### config.mk
export PLATFORM = sky130hd
export DESIGN_NAME = syscall_unit
export DESIGN_NICKNAME = d
export VERILOG_FILES = /design/src/rtl/syscall_unit.sv
export SDC_FILE = /design/constraint.sdc
export NUM_CORES = 1
export LEC_CHECK = 0
export ABC_AREA = 1
export BUFFER_PORTS_ARGS = -buffer_cell sky130_fd_sc_hd__buf_2
export CORE_MARGIN = 5
export CORE_UTILIZATION = 40
export CTS_CLUSTER_DIAMETER = 80
export DETAILED_ROUTE_END_ITERATION = 10
export GPL_ROUTABILITY_DRIVEN = 0
export PLACE_DENSITY = 0.64
export REMOVE_ABC_BUFFERS = 1
export SLEW_MARGIN = 20
export SYNTH_ARGS = -nofsm -noshare
export SYNTH_HDL_FRONTEND = slang
export SYNTH_SLANG_ARGS = --single-unit
### constraint.sdc
create_clock -name clk -period 4.19 [get_ports clk]
set_input_delay 1.257 -clock clk [delete_from_list [all_inputs] [get_ports clk]]
set_output_delay 1.257 -clock clk [all_outputs]
set_load 0.05 [all_outputs]
### src/rtl/syscall_unit.sv
// Syscall service unit: print int/char/string, sbrk heap allocation and exit.
// Optional heap-limit checking on sbrk is enabled by defining SYSCALL_HEAP_CHECK_EN.
module syscall_unit #(
    parameter logic [31:0] HEAP_BASE   = 32'h0000_0080,
    parameter logic [31:0] HEAP_LIMIT  = 32'h0000_0400,
    parameter int          MAX_STR_LEN = 64
) (
    input  logic        clk,
    input  logic        reset,
    input  logic        sys_req,
    input  logic [31:0] v0,
    input  logic [31:0] a0,
    output logic        stall,
    output logic        rf_we,
    output logic [4:0]  rf_waddr,
    output logic [31:0] rf_wdata,
    output logic        mem_ren,
    output logic [31:0] mem_addr,
    input  logic [7:0]  mem_rbyte,
    output logic        out_valid,
    output logic [7:0]  out_data,
    input  logic        out_ready,
    output logic        halt,
    output logic        err
);

    typedef enum logic [2:0] {
        IDLE, HEX, CHR, STR_REQ, STR_WAIT, STR_OUT, DONE, HALT
    } state_t;

    localparam logic [31:0] STR_CAP = 32'(MAX_STR_LEN);

    state_t      state_r, state_next_s;
    logic [31:0] heap_r, arg_r, ptr_r, cnt_r;
    logic [2:0]  dig_r;
    logic [7:0]  byte_r;
    logic [31:0] rq_s, heap_new_s;
    logic        heap_fail_s, heap_we_s, req_s;

    function automatic logic [7:0] hex_char(input logic [3:0] nib);
        if (nib < 4'd10) return 8'h30 + {4'h0, nib};
        else             return 8'h57 + {4'h0, nib};
    endfunction

    assign req_s = sys_req & ~reset;
    assign rq_s  = (a0 + 32'd3) & ~32'd3;

`ifdef SYSCALL_HEAP_CHECK_EN
    logic [32:0] heap_sum_s;
    assign heap_sum_s  = {1'b0, heap_r} + {1'b0, rq_s};
    assign heap_fail_s = heap_sum_s[32] | (heap_sum_s[31:0] > HEAP_LIMIT);
    assign heap_new_s  = heap_sum_s[31:0];
`else
    assign heap_fail_s = 1'b0;
    assign heap_new_s  = heap_r + rq_s;
`endif

    assign halt = (state_r == HALT);

    // Next-state decode and all combinational handshake/register-file outputs
    always_comb begin
        state_next_s = state_r;
        stall        = 1'b0;
        rf_we        = 1'b0;
        rf_waddr     = 5'd0;
        rf_wdata     = 32'd0;
        mem_ren      = 1'b0;
        mem_addr     = 32'd0;
        out_valid    = 1'b0;
        out_data     = 8'd0;
        err          = 1'b0;
        heap_we_s    = 1'b0;
        case (state_r)
            IDLE: begin
                if (req_s) begin
                    case (v0)
                        32'd1: begin
                            state_next_s = HEX;
                            stall        = 1'b1;
                        end
                        32'd4: begin
                            state_next_s = STR_REQ;
                            stall        = 1'b1;
                        end
                        32'd9: begin
                            rf_we     = 1'b1;
                            rf_waddr  = 5'd2;
                            rf_wdata  = heap_fail_s ? 32'hFFFF_FFFF : heap_r;
                            err       = heap_fail_s;
                            heap_we_s = ~heap_fail_s;
                        end
                        32'd10: state_next_s = HALT;
                        32'd11: begin
                            state_next_s = CHR;
                            stall        = 1'b1;
                        end
                        default: err = 1'b1;
                    endcase
                end else begin
                    state_next_s = IDLE;
                end
            end
            HEX: begin
                stall     = 1'b1;
                out_valid = 1'b1;
                out_data  = hex_char(arg_r[{~dig_r, 2'b00} +: 4]);
                if (out_ready && (dig_r == 3'd7)) state_next_s = DONE;
                else                              state_next_s = HEX;
            end
            CHR: begin
                stall     = 1'b1;
                out_valid = 1'b1;
                out_data  = arg_r[7:0];
                if (out_ready) state_next_s = DONE;
                else           state_next_s = CHR;
            end
            STR_REQ: begin
                stall        = 1'b1;
                mem_ren      = 1'b1;
                mem_addr     = ptr_r;
                state_next_s = STR_WAIT;
            end
            STR_WAIT: begin
                stall        = 1'b1;
                state_next_s = (mem_rbyte == 8'd0) ? DONE : STR_OUT;
            end
            STR_OUT: begin
                stall     = 1'b1;
                out_valid = 1'b1;
                out_data  = byte_r;
                if (out_ready) state_next_s = ((cnt_r + 32'd1) == STR_CAP) ? DONE : STR_REQ;
                else           state_next_s = STR_OUT;
            end
            DONE:    state_next_s = IDLE;
            HALT:    state_next_s = HALT;
            default: state_next_s = IDLE;
        endcase
    end

    // State, heap pointer and walk counters; operands latch while idle
    always_ff @(posedge clk) begin
        if (reset) begin
            state_r <= IDLE;
            heap_r  <= HEAP_BASE;
            arg_r   <= 32'd0;
            ptr_r   <= 32'd0;
            cnt_r   <= 32'd0;
            dig_r   <= 3'd0;
            byte_r  <= 8'd0;
        end else begin
            state_r <= state_next_s;
            if (heap_we_s) heap_r <= heap_new_s;
            case (state_r)
                IDLE: begin
                    arg_r <= a0;
                    ptr_r <= a0;
                    cnt_r <= 32'd0;
                    dig_r <= 3'd0;
                end
                HEX:      if (out_ready) dig_r <= dig_r + 3'd1;
                STR_WAIT: byte_r <= mem_rbyte;
                STR_OUT: begin
                    if (out_ready) begin
                        ptr_r <= ptr_r + 32'd1;
                        cnt_r <= cnt_r + 32'd1;
                    end
                end
                default: ;
            endcase
        end
    end

endmodule

==> results.sh, run 1 <==
export IMPL_cpMaxStageDelayCell="clkbuf_4"
export IMPL_initial_core_util=0.407
export IMPL_grt_use_total=0.224
export IMPL_n_fill_cell=2644
export IMPL_fin_crit_sh=0.975
export IMPL_htreeDepth=4
export IMPL_arrival_ns=2.83
export IMPL_synthArstFlopShare=0
export IMPL_gr_max_usage_layer="met2"
export IMPL_core_um2=25300
export IMPL_layout_nets=1968
export IMPL_netlist_area_leader_share=0.273
export IMPL_avgViaCountPerCell=5.14
export IMPL_place_hpwl_mm=25.2
export IMPL_placed_area_um2=11700
export IMPL_multi_input_area_um2=6450
export IMPL_max_freq_mhz=245
export IMPL_grt_start_max_net_pins=86
export IMPL_finClkSkew_ns=0.0135
export IMPL_drive_above_1_share=0.154
export IMPL_hold_class="reg2reg"
export IMPL_clk_latency_ns=0.44
export IMPL_syn_to_final_growth_pct=21.5
export IMPL_peakVddDrop_uv=291
export IMPL_syn_inst=1686
export IMPL_cpMostUsedCell="nor2_2"
export IMPL_setup_viol=0
export IMPL_critPathMaxStageDelay_ns=0.24
export IMPL_start_kind="primary input"
export IMPL_insertedDiodeCount=0
export IMPL_path_class="in2out"
export IMPL_design_area_um2=12500
export IMPL_cts_root_buf="clkbuf_16"
export IMPL_cts_buffer_depth=2
export IMPL_grtUsageMet3=0.0346
export IMPL_yosys_warnings=0
export IMPL_syn_cell_area_um2=10300
export IMPL_cts_tree="built"
export IMPL_min_period_ns=4.08
export IMPL_clock_sinks=140
export IMPL_fp_dieH_um=170
export IMPL_synthFlopType="dfxtp_1"
export IMPL_ant_nets=0
export IMPL_drtIter0Drc=759
export IMPL_synth_area_leaders="dfxtp_1, nand2_1, nor2_1, o21ai_0, inv_1"
export IMPL_clk_pin_slew_ns=0.06
export IMPL_yosysMostFrequentCell="nand2_1"
export IMPL_numCtsBuffers=17
export IMPL_antenna_found_initial=0
export IMPL_die_area_um2=29000
export IMPL_grt_pass1_wl_mm=52.8
export IMPL_std_cell_rows=58
export IMPL_yosysSeqAreaShare=0.273
export IMPL_maxSlewHeadroom=0.309
export IMPL_tightest_slew_ns=1.04
export IMPL_io_pins=159
export IMPL_synth_top_area_cell="dfxtp_1"
export IMPL_via_count=11300
export IMPL_p_leak_nw=5.57
export IMPL_powerDensity_nw_per_um2=325
export IMPL_hold_ws_ns=0.477
export IMPL_outcome="finished, final reports clean"
export IMPL_critPathBufInv=4
export IMPL_final_seq_area_um2=2800
export IMPL_die_x_um=170
export IMPL_grt_use_met2=0.381
export IMPL_overflow=0
export IMPL_finalMaxSlewViolations=0
export IMPL_hold_viol=0
export IMPL_drtPass1Iterations=6
export IMPL_synthTopCellsByCount="nand2_1, nor2_1, inv_1"
export IMPL_crit_required_ns=2.93
export IMPL_path_delay_family="simple AND/OR/NAND/NOR gates"
export IMPL_crit_path_max_fanout=49
export IMPL_post_route_util=0.494
export IMPL_port_buffers=152
export IMPL_cap_violations=0
export IMPL_grt_pass1_vias=10700
export IMPL_synth_edf_count=0
export IMPL_ys_ff_latch=140
export IMPL_setup_worst_path_end_class="output pin"
export IMPL_cp_cell_sequence="buf_2 > nor4_1 > and2_1 > nand2_1 > nor2_2 > nand3_1 > nor2_2 > inv_2 > buf_12 > nor2_1 > clkbuf_4"
export IMPL_drt_total_wl_mm=32.7
export IMPL_hold_buffers=0
export IMPL_syn_mean_instance_area_um2=6.09
export IMPL_grt_use_met1=0.281
export IMPL_yosysUniqueCellTypes=57
export IMPL_rsz0062_at_grt="yes"
export IMPL_drc=0
export IMPL_wl_per_cell_um=14.9
registers in the layout, summed over array words and instances, names as in the netlist:
signal / count
ptr_r: 32
byte_r: 8
state_r: 3
arg_r: 32
heap_r: 30
dig_r: 3
cnt_r: 32
power breakdown:
group	leakage [nW]	internal [mW]	switching, mW
logic	4.10	0.239	0.526
registers	1.15	1.45	0.0993
clock network	0.327	1.12	0.631
tightest hold or removal path, delay by kind of cell, from the launching register on:
family,cells,cell delay [ns]
DFF,1,0.32
and+or+nand+nor,2,0.12
cells by family (layout without fill, tap and decap cells):
kind of cell / count (synthesis) / after routing / share of synthesized area
simple gates: 822 / 822 / 0.340
compound gates: 359 / 359 / 0.190
buf+inv: 271 / 449 / 0.103
flops: 140 / 140 / 0.273
xor+xnor: 58 / 58 / 0.0495
fa+ha+maj: 35 / 35 / 0.0434
other cells: 1 / 6 / 0.000365
path summary, 6_finish.rpt:
kind                      startpoint  depth (start not counted)  slack [ns]                     end
max reg2reg  state_r[1]$_SDFFE_PP0P_                         11        1.38   ptr_r[2]$_SDFFE_PP0P_
max                           v0[25]                         11        0.11            rf_wdata[22]
min reg2reg   arg_r[26]$_SDFFE_PP0P_                          2        0.48  arg_r[26]$_SDFFE_PP0P_
min           arg_r[26]$_SDFFE_PP0P_                          2        0.48  arg_r[26]$_SDFFE_PP0P_
layout make-up:
| type | instances | share of cell area |
|---|---|---|
| multi-input cells | 1280 | 0.517 |
| flip-flops and latches | 140 | 0.225 |
| repair buffers | 216 | 0.111 |
| inverters | 202 | 0.0609 |
| clock buffers | 17 | 0.0341 |
| well taps | 330 | 0.0331 |
| clock inverters | 14 | 0.0195 |
routing by layer:
| layer | up-vias | part of all wire |
|---|---|---|
| met3 | 65 | 0.043 |
| met4 | 0 | 0.038 |
| met2 | 301 | 0.47 |
| li1 | 5826 | - |
| met5 | - | 0 |
| met1 | 5109 | 0.44 |
what timing repair did:
item / in CTS / in global routing
buffers inserted: 0 / 1
endpoints found under the setup margin: 0 / 32
resized for setup: 0 / 78
through the flow:
| step | TNS [ns] | instances | setup WS [ns] | power (mW) |
|---|---|---|---|---|
| after global routing | -0.419 | 2199 | -0.0414 | 4.26 |
| after CTS | 0 | 2198 | 0.0485 | 4.08 |
| after global placement | -0.0340 | 2167 | -0.0310 | 2.32 |
| after floorplan | -135.47 | 1622 | -2.55 | 2.05 |
| after detailed placement | -0.0649 | 2167 | -0.0525 | 2.33 |
| final | 0 | 2199 | 0.106 | 4.06 |
cells in the final DEF, fill, tap and decap left out, types with 15 or more instances in the layout:
master,instances
a31oi_1,16
buf_2,122
o21ai_0,168
inv_1,190
buf_4,75
ha_1,34
dfxtp_1,140
nand2_1,384
a21oi_1,117
buf_6,15
xor2_1,48
clkbuf_16,17
nand4_1,15
nor2_1,260
nand3_1,74
nor3_1,25
Note: power is estimated with default switching activity, not from simulation.
==> run 2, diff against run 1 <==
--- a/config.mk
+++ b/config.mk
@@ -5,7 +5,6 @@
 export SDC_FILE = /design/constraint.sdc
 export NUM_CORES = 1
 export LEC_CHECK = 0
-export ABC_AREA = 1
 export BUFFER_PORTS_ARGS = -buffer_cell sky130_fd_sc_hd__buf_2
 export CORE_MARGIN = 5
 export CORE_UTILIZATION = 40
==> run 2 against run 1 <==
- sequential cell count stayed put
- total power is 18% higher
- register-to-register slack worse by 0.16 ns
- clock skew hardly changed
- maximum frequency is 2.0% lower
- clock power is 11% lower
==> results.sh, run 2 <==
export IMPL_syn_to_final_growth_pct=31.7
export IMPL_antenna_found_initial=0
export IMPL_finalMaxSlewViolations=0
export IMPL_drc=0
export IMPL_post_route_util=0.531
export IMPL_tightest_slew_ns=0.977
export IMPL_clk_pin_slew_ns=0.06
export IMPL_peakVddDrop_uv=249
export IMPL_place_hpwl_mm=22.7
export IMPL_netSwitchingPower_mw=1.80
export IMPL_top_regs="arg_r: 32 flops, cnt_r: 32 flops, ptr_r: 32 flops"
export IMPL_hold_viol=0
export IMPL_hold_class="reg2reg"
export IMPL_cp_endpoint="rf_wdata[17]"
export IMPL_layout_nets=1689
export IMPL_port_buffers=152
export IMPL_synthFlopType="dfxtp_1"
export IMPL_r2r_start="cnt_r[4]$_SDFFE_PP0P_"
export IMPL_place_detailed_instances=1867
export IMPL_clk_latency_ns=0.43
export IMPL_via_count=10600
export IMPL_syn_mean_instance_area_um2=7.21
export IMPL_insertedDiodeCount=0
export IMPL_r2r_setup_slack_ns=1.22
export IMPL_p_seq_frac=0.356
export IMPL_synth_edf_count=0
export IMPL_switching_share=0.375
export IMPL_std_cell_rows=57
export IMPL_max_freq_mhz=240
export IMPL_drtIter0Drc=853
export IMPL_yosysUniqueCellTypes=72
export IMPL_crit_path_max_fanout=18
export IMPL_numCtsBuffers=17
export IMPL_cts_tree="built"
export IMPL_stdcell_count=1915
export IMPL_grt_pass1_wl_mm=49.8
export IMPL_powerDensity_nw_per_um2=374
export IMPL_syn_inst=1351
export IMPL_drt_total_wl_mm=31.9
export IMPL_clock_sinks=140
export IMPL_rsz0062_at_grt="yes"
export IMPL_yosys_warnings=0
export IMPL_outcome="finished, final reports clean"
export IMPL_drive_above_1_share=0.263
export IMPL_grt_start_max_net_pins=63
export IMPL_core_um2=24200
export IMPL_grt_pass1_vias=9722
export IMPL_fp_dieH_um=166
export IMPL_power_mw=4.80
export IMPL_setup_worst_path_end_class="output pin"
export IMPL_synth_area_leaders="dfxtp_1, a21oi_1, nand2_1, o21ai_0, nor2_1"
export IMPL_setup_viol=0
export IMPL_synthArstFlopShare=0
export IMPL_rr_worst_depth=9
export IMPL_netlist_area_leader_share=0.288
export IMPL_drtPass1Iterations=5
export IMPL_die_area_um2=27600
export IMPL_crit_required_ns=2.93
export IMPL_wl_per_cell_um=16.7
export IMPL_start_kind="primary input"
export IMPL_mostFrequentLayoutCells="nand2_1, buf_4, a21oi_1, dfxtp_1, nor2_1"
export IMPL_htreeDepth=4
export IMPL_maxSlewHeadroom=0.347
export IMPL_yosysMostFrequentCell="nand2_1"
export IMPL_min_period_ns=4.17
export IMPL_grt_use_total=0.217
export IMPL_n_fill_cell=2304
export IMPL_finClkSkew_ns=0.0135
export IMPL_yosysSeqAreaShare=0.288
export IMPL_cts_root_buf="clkbuf_16"
export IMPL_syn_cell_area_um2=9750
export IMPL_initial_core_util=0.403
export IMPL_final_common_cell="nand2_1"
export IMPL_overflow=0
export IMPL_synthTopCellsByCount="nand2_1, a21oi_1, dfxtp_1"
export IMPL_p_leak_nw=5.56
export IMPL_reg2reg_to="state_r[2]$_SDFFE_PP0P_"
export IMPL_power_frac_comb=0.319
export IMPL_cts_buffer_depth=2
export IMPL_die_x_um=166
export IMPL_avgViaCountPerCell=5.53
export IMPL_io_pins=159
export IMPL_ys_ff_latch=140
export IMPL_crit_start="v0[17]"
export IMPL_path_class="in2out"
export IMPL_hold_buffers=0
export IMPL_arrival_ns=2.91
export IMPL_ant_nets=0
export IMPL_clock_power_share=0.325
export IMPL_synth_top_area_cell="dfxtp_1"
export IMPL_cap_violations=0
export IMPL_fin_crit_sh=0.995
export IMPL_cell_internal_pwr_mw=3.00
==> run 2: changes by cell type in the layout (fill, tap and decap cells not counted), moves of 15 or more <==
cell / delta
and3_1: +54
xor2_1: -25
inv_1: -170
a22oi_1: +15
and2_1: +25
xnor2_1: +32
nand2_1: -199
nor2_1: -141
buf_4: +68
a21oi_1: +24
o21ai_0: -83
==> run 2: worst min path at each step <==
stage | depth (start not counted) | end | slack [ns] | startpoint
floorplan | 2 | byte_r[2]$_SDFFE_PP0P_ | 0.43 | byte_r[2]$_SDFFE_PP0P_
global placement | 2 | arg_r[18]$_SDFFE_PP0P_ | 0.44 | arg_r[18]$_SDFFE_PP0P_
detailed placement | 2 | arg_r[18]$_SDFFE_PP0P_ | 0.44 | arg_r[18]$_SDFFE_PP0P_
CTS | 2 | arg_r[18]$_SDFFE_PP0P_ | 0.45 | arg_r[18]$_SDFFE_PP0P_
global route | 2 | arg_r[18]$_SDFFE_PP0P_ | 0.47 | arg_r[18]$_SDFFE_PP0P_
finish | 2 | arg_r[16]$_SDFFE_PP0P_ | 0.45 | arg_r[16]$_SDFFE_PP0P_
==> run 2: per-layer routing <==
metal | global-route usage | up-vias | routed length [µm]
met5 | 0 | - | 0
met1 | 0.286 | 4988 | 14000
li1 | - | 5292 | -
met4 | 0.0613 | 0 | 652
met3 | 0.0450 | 41 | 1820
met2 | 0.359 | 267 | 15500
==> run 2: cell families (layout without fill, tap and decap cells) <==
group	count (synthesis)	after routing	share of synthesized area
AOI/OAI and AO/OA	360	360	0.222
xor gates and xnor gates	65	65	0.0584
adders and majority gates	35	35	0.0457
buffers and inverters	116	351	0.0483
DFF	140	140	0.288
muxes	14	14	0.0249
other	1	6	0.000385
and+or+nand+nor	620	620	0.313
==> run 2: area by class of cell <==
class	count	area, µm²	share of cell area
flip-flops and latches	140	2810	0.218
clock buffers	23	498	0.0388
repair buffers	297	2170	0.169
well taps	324	405	0.0316
multi-input cells	1100	6770	0.527
clock inverters	9	109	0.00848
inverters	22	86.3	0.00672
==> run 2: power by group through the flow <==
stage	Sequential [mW]	Combinational, mW	Clock, mW
2_1_floorplan	1.69	0.982	0
3_3_place_gp	1.72	1.47	0
3_5_place_dp	1.73	1.49	0
4_1_cts	1.70	1.50	1.59
5_1_grt	1.73	1.70	1.65
6_report	1.71	1.53	1.56
==> run 2: worst max-delay path: stages <==
cell        delay [ns]
buf_6             0.09
nor4_2            0.27
nand4_1           0.13
nand4b_1          0.24
nor2_2            0.18
nand2_4           0.11
clkinvlp_4        0.14
buf_12            0.15
and2_1            0.16
buf_6             0.16
==> run 2: through the flow <==
step                TNS, ns  cell area, µm²  worst slack, ns  hold WS [ns]
floorplan           -101.26            9380            -2.31         0.425
global route          -2.24           12800          -0.0910         0.468
global placement      -6.82           11500           -0.508         0.439
CTS                       0           12400        0.0000799         0.453
finish                    0           12800           0.0221         0.454
detailed placement    -8.68           11500           -0.560         0.444
==> run 2: repair_timing <==
| action | in CTS | in global routing |
|---|---|---|
| gates cloned | 0 | 2 |
| setup endpoints to repair | 40 | 46 |
| gates resized for setup | 50 | 110 |
| pin swaps | 19 | 27 |
| setup buffers | 9 | 6 |
==> run 3, diff against run 2 <==
--- a/config.mk
+++ b/config.mk
@@ -6,6 +6,7 @@
 export NUM_CORES = 1
 export LEC_CHECK = 0
 export BUFFER_PORTS_ARGS = -buffer_cell sky130_fd_sc_hd__buf_2
+export CORE_ASPECT_RATIO = 0.9
 export CORE_MARGIN = 5
 export CORE_UTILIZATION = 40
 export CTS_CLUSTER_DIAMETER = 80
==> run 3 against run 2 <==
- the run now ends with negative setup slack left
- combinational power about the same
- cell count down 1.7%
- critical path depth up 8
- global-route usage down 0.055 points
- sequential share of layout area up 0.41 points
- largest power group unchanged
- worst setup slack worse by 0.10 ns
- non-clock buffer count down 17
- hold slack better by 0.0029 ns
- via count up 0.37%
- first-iteration DRC count up 8.2%
- maximum frequency down 2.4%
- highest routed layer unchanged
==> results.sh, run 3 (synthesis gave the netlist of run 2 again) <==
export IMPL_cpMostUsedCell="buf_6"
export IMPL_start_kind="primary input"
export IMPL_overflow=0
export IMPL_htreeDepth=4
export IMPL_drtPass1Iterations=6
export IMPL_syn_to_final_growth_pct=29.4
export IMPL_cts_root_buf="clkbuf_16"
export IMPL_min_period_ns=4.27
export IMPL_setup_slack_ns=-0.0788
export IMPL_grt_pass1_wl_mm=49.1
export IMPL_avgViaCountPerCell=5.65
export IMPL_hold_class="reg2reg"
export IMPL_layout_nets=1672
export IMPL_wl_per_cell_um=16.7
export IMPL_mostFrequentLayoutCells="nand2_1, a21oi_1, dfxtp_1, buf_4, nor2_1"
export IMPL_cts_buffer_depth=2
export IMPL_drive_above_1_share=0.250
export IMPL_path_class="in2reg"
export IMPL_fp_dieH_um=158
export IMPL_place_hpwl_mm=22.4
export IMPL_grt_pass1_vias=9498
export IMPL_post_route_util=0.523
export IMPL_arrival_ns=4.63
export IMPL_io_pins=159
export IMPL_insertedDiodeCount=0
export IMPL_max_freq_mhz=234
export IMPL_fin_crit_sh=1.02
export IMPL_crit_required_ns=4.55
export IMPL_failed_checks="negative setup slack"
export IMPL_core_um2=24100
export IMPL_cpMaxStageDelayCell="or4b_1"
export IMPL_crit_path_max_fanout=4
export IMPL_maxSlewHeadroom=0.275
export IMPL_hold_viol=0
export IMPL_ant_nets=0
export IMPL_rsz0062_at_grt="yes"
export IMPL_setup_viol=1
export IMPL_n_fill_cell=2301
export IMPL_clk_latency_ns=0.43
export IMPL_tightest_slew_ns=1.08
export IMPL_outcome="finished with violations"
export IMPL_p_leak_nw=5.43
export IMPL_critPathMaxStageDelay_ns=0.52
export IMPL_antenna_found_initial=1
export IMPL_drtIter0Drc=923
export IMPL_via_count=10600
export IMPL_peakVddDrop_uv=344
export IMPL_placed_area_um2=11400
export IMPL_final_seq_area_um2=2810
export IMPL_port_buffers=152
export IMPL_die_area_um2=27600
export IMPL_finClkSkew_ns=0.0156
export IMPL_initial_core_util=0.404
export IMPL_cap_violations=0
export IMPL_drt_total_wl_mm=31.4
export IMPL_clk_pin_slew_ns=0.06
export IMPL_cts_tree="built"
export IMPL_finalMaxSlewViolations=0
export IMPL_drc=0
export IMPL_setup_worst_path_end_class="flop"
export IMPL_powerDensity_nw_per_um2=375
export IMPL_top_regs="arg_r: 32 flops, cnt_r: 32 flops, ptr_r: 32 flops"
export IMPL_die_x_um=175
export IMPL_numCtsBuffers=17
export IMPL_grt_start_max_net_pins=75
export IMPL_std_cell_rows=54
export IMPL_grt_use_total=0.216
export IMPL_hold_ws_ns=0.457
export IMPL_final_common_cell="nand2_1"
export IMPL_clock_sinks=140
export IMPL_design_area_um2=12600
export IMPL_cp_cell_sequence="buf_6 > o2111a_2 > and4_4 > buf_6 > nand3_4 > nor2_4 > nand2_1 > xnor2_1 > ha_1 > nand3_2 > nor2_1 > a21bo_2 > a2111oi_4 > nor3_4 > o31ai_4 > a21oi_2 > or4b_1 > nand3_1"
export IMPL_multi_input_area_um2=6780
run 3: cell types whose count changed in the layout (fill, tap and decap cells not counted), moves of 3 or more:
| cell | delta |
|---|---|
| ha_1 | -3 |
| and2_4 | -6 |
| clkinvlp_4 | -4 |
| o21ai_0 | +3 |
| buf_6 | +9 |
| clkbuf_1 | +3 |
| buf_8 | -12 |
| clkinv_2 | +3 |
| buf_4 | -13 |
| and2_1 | +6 |
run 3: timing repair:
item,CTS,global route
buffers inserted,0,13
pin swaps,4,35
hold buffers,0,0
resized for setup,43,101
endpoints found under the setup margin,39,47
run 3: area by class of cell:
| class | count | share of cell area |
|---|---|---|
| Multi-Input combinational cell | 1100 | 0.538 |
| Clock inverter | 7 | 0.00496 |
| Timing Repair Buffer | 280 | 0.158 |
| Clock buffer | 25 | 0.0393 |
| Tap cell | 308 | 0.0305 |
| Inverter | 22 | 0.00655 |
| Sequential cell | 140 | 0.223 |
run 3: critical path, delay by kind of cell:
kind	cells	cell delay [ns]
adders and majority gates	1	0.32
xor gates and xnor gates	1	0.12
AOI/OAI and AO/OA	5	1.34
and+or+nand+nor	9	1.40
buffers and inverters	2	0.18
run 3: metrics by stage:
stage	cells	setup TNS [ns]	total power, mW	setup WS [ns]
after floorplan	1262	-101.26	2.67	-2.31
after global placement	1837	-5.84	3.21	-0.556
after detailed placement	1837	-7.84	3.24	-0.571
after CTS	1869	0	4.71	0.00213
after global routing	1882	-0.863	4.99	-0.219
final	1882	-0.0788	4.73	-0.0788
run 3: path summary, 6_finish.rpt:
| path | from | endpoint | slack, ns | cells past startpoint |
|---|---|---|---|---|
| max | a0[1] | heap_r[29]$_SDFFE_PP0P_ | -0.08 | 18 |
| min | arg_r[17]$_SDFFE_PP0P_ | arg_r[17]$_SDFFE_PP0P_ | 0.46 | 2 |
| max reg2reg | cnt_r[4]$_SDFFE_PP0P_ | state_r[2]$_SDFFE_PP0P_ | 1.17 | 9 |
| min reg2reg | arg_r[17]$_SDFFE_PP0P_ | arg_r[17]$_SDFFE_PP0P_ | 0.46 | 2 |
run 3: metal layers:
layer | vias to the layer above | GRT usage | share of wire
met3 | 38 | 0.0425 | 0.064
met4 | 0 | 0.0527 | 0.017
li1 | 5252 | - | -
met2 | 348 | 0.346 | 0.46
met1 | 4989 | 0.302 | 0.46
met5 | - | 0 | 0
run 3: power breakdown:
part           internal [mW]  switching (mW)  total, mW
registers               1.52           0.187       1.71
logic                  0.529            1.03       1.56
clock network          0.875           0.584       1.46
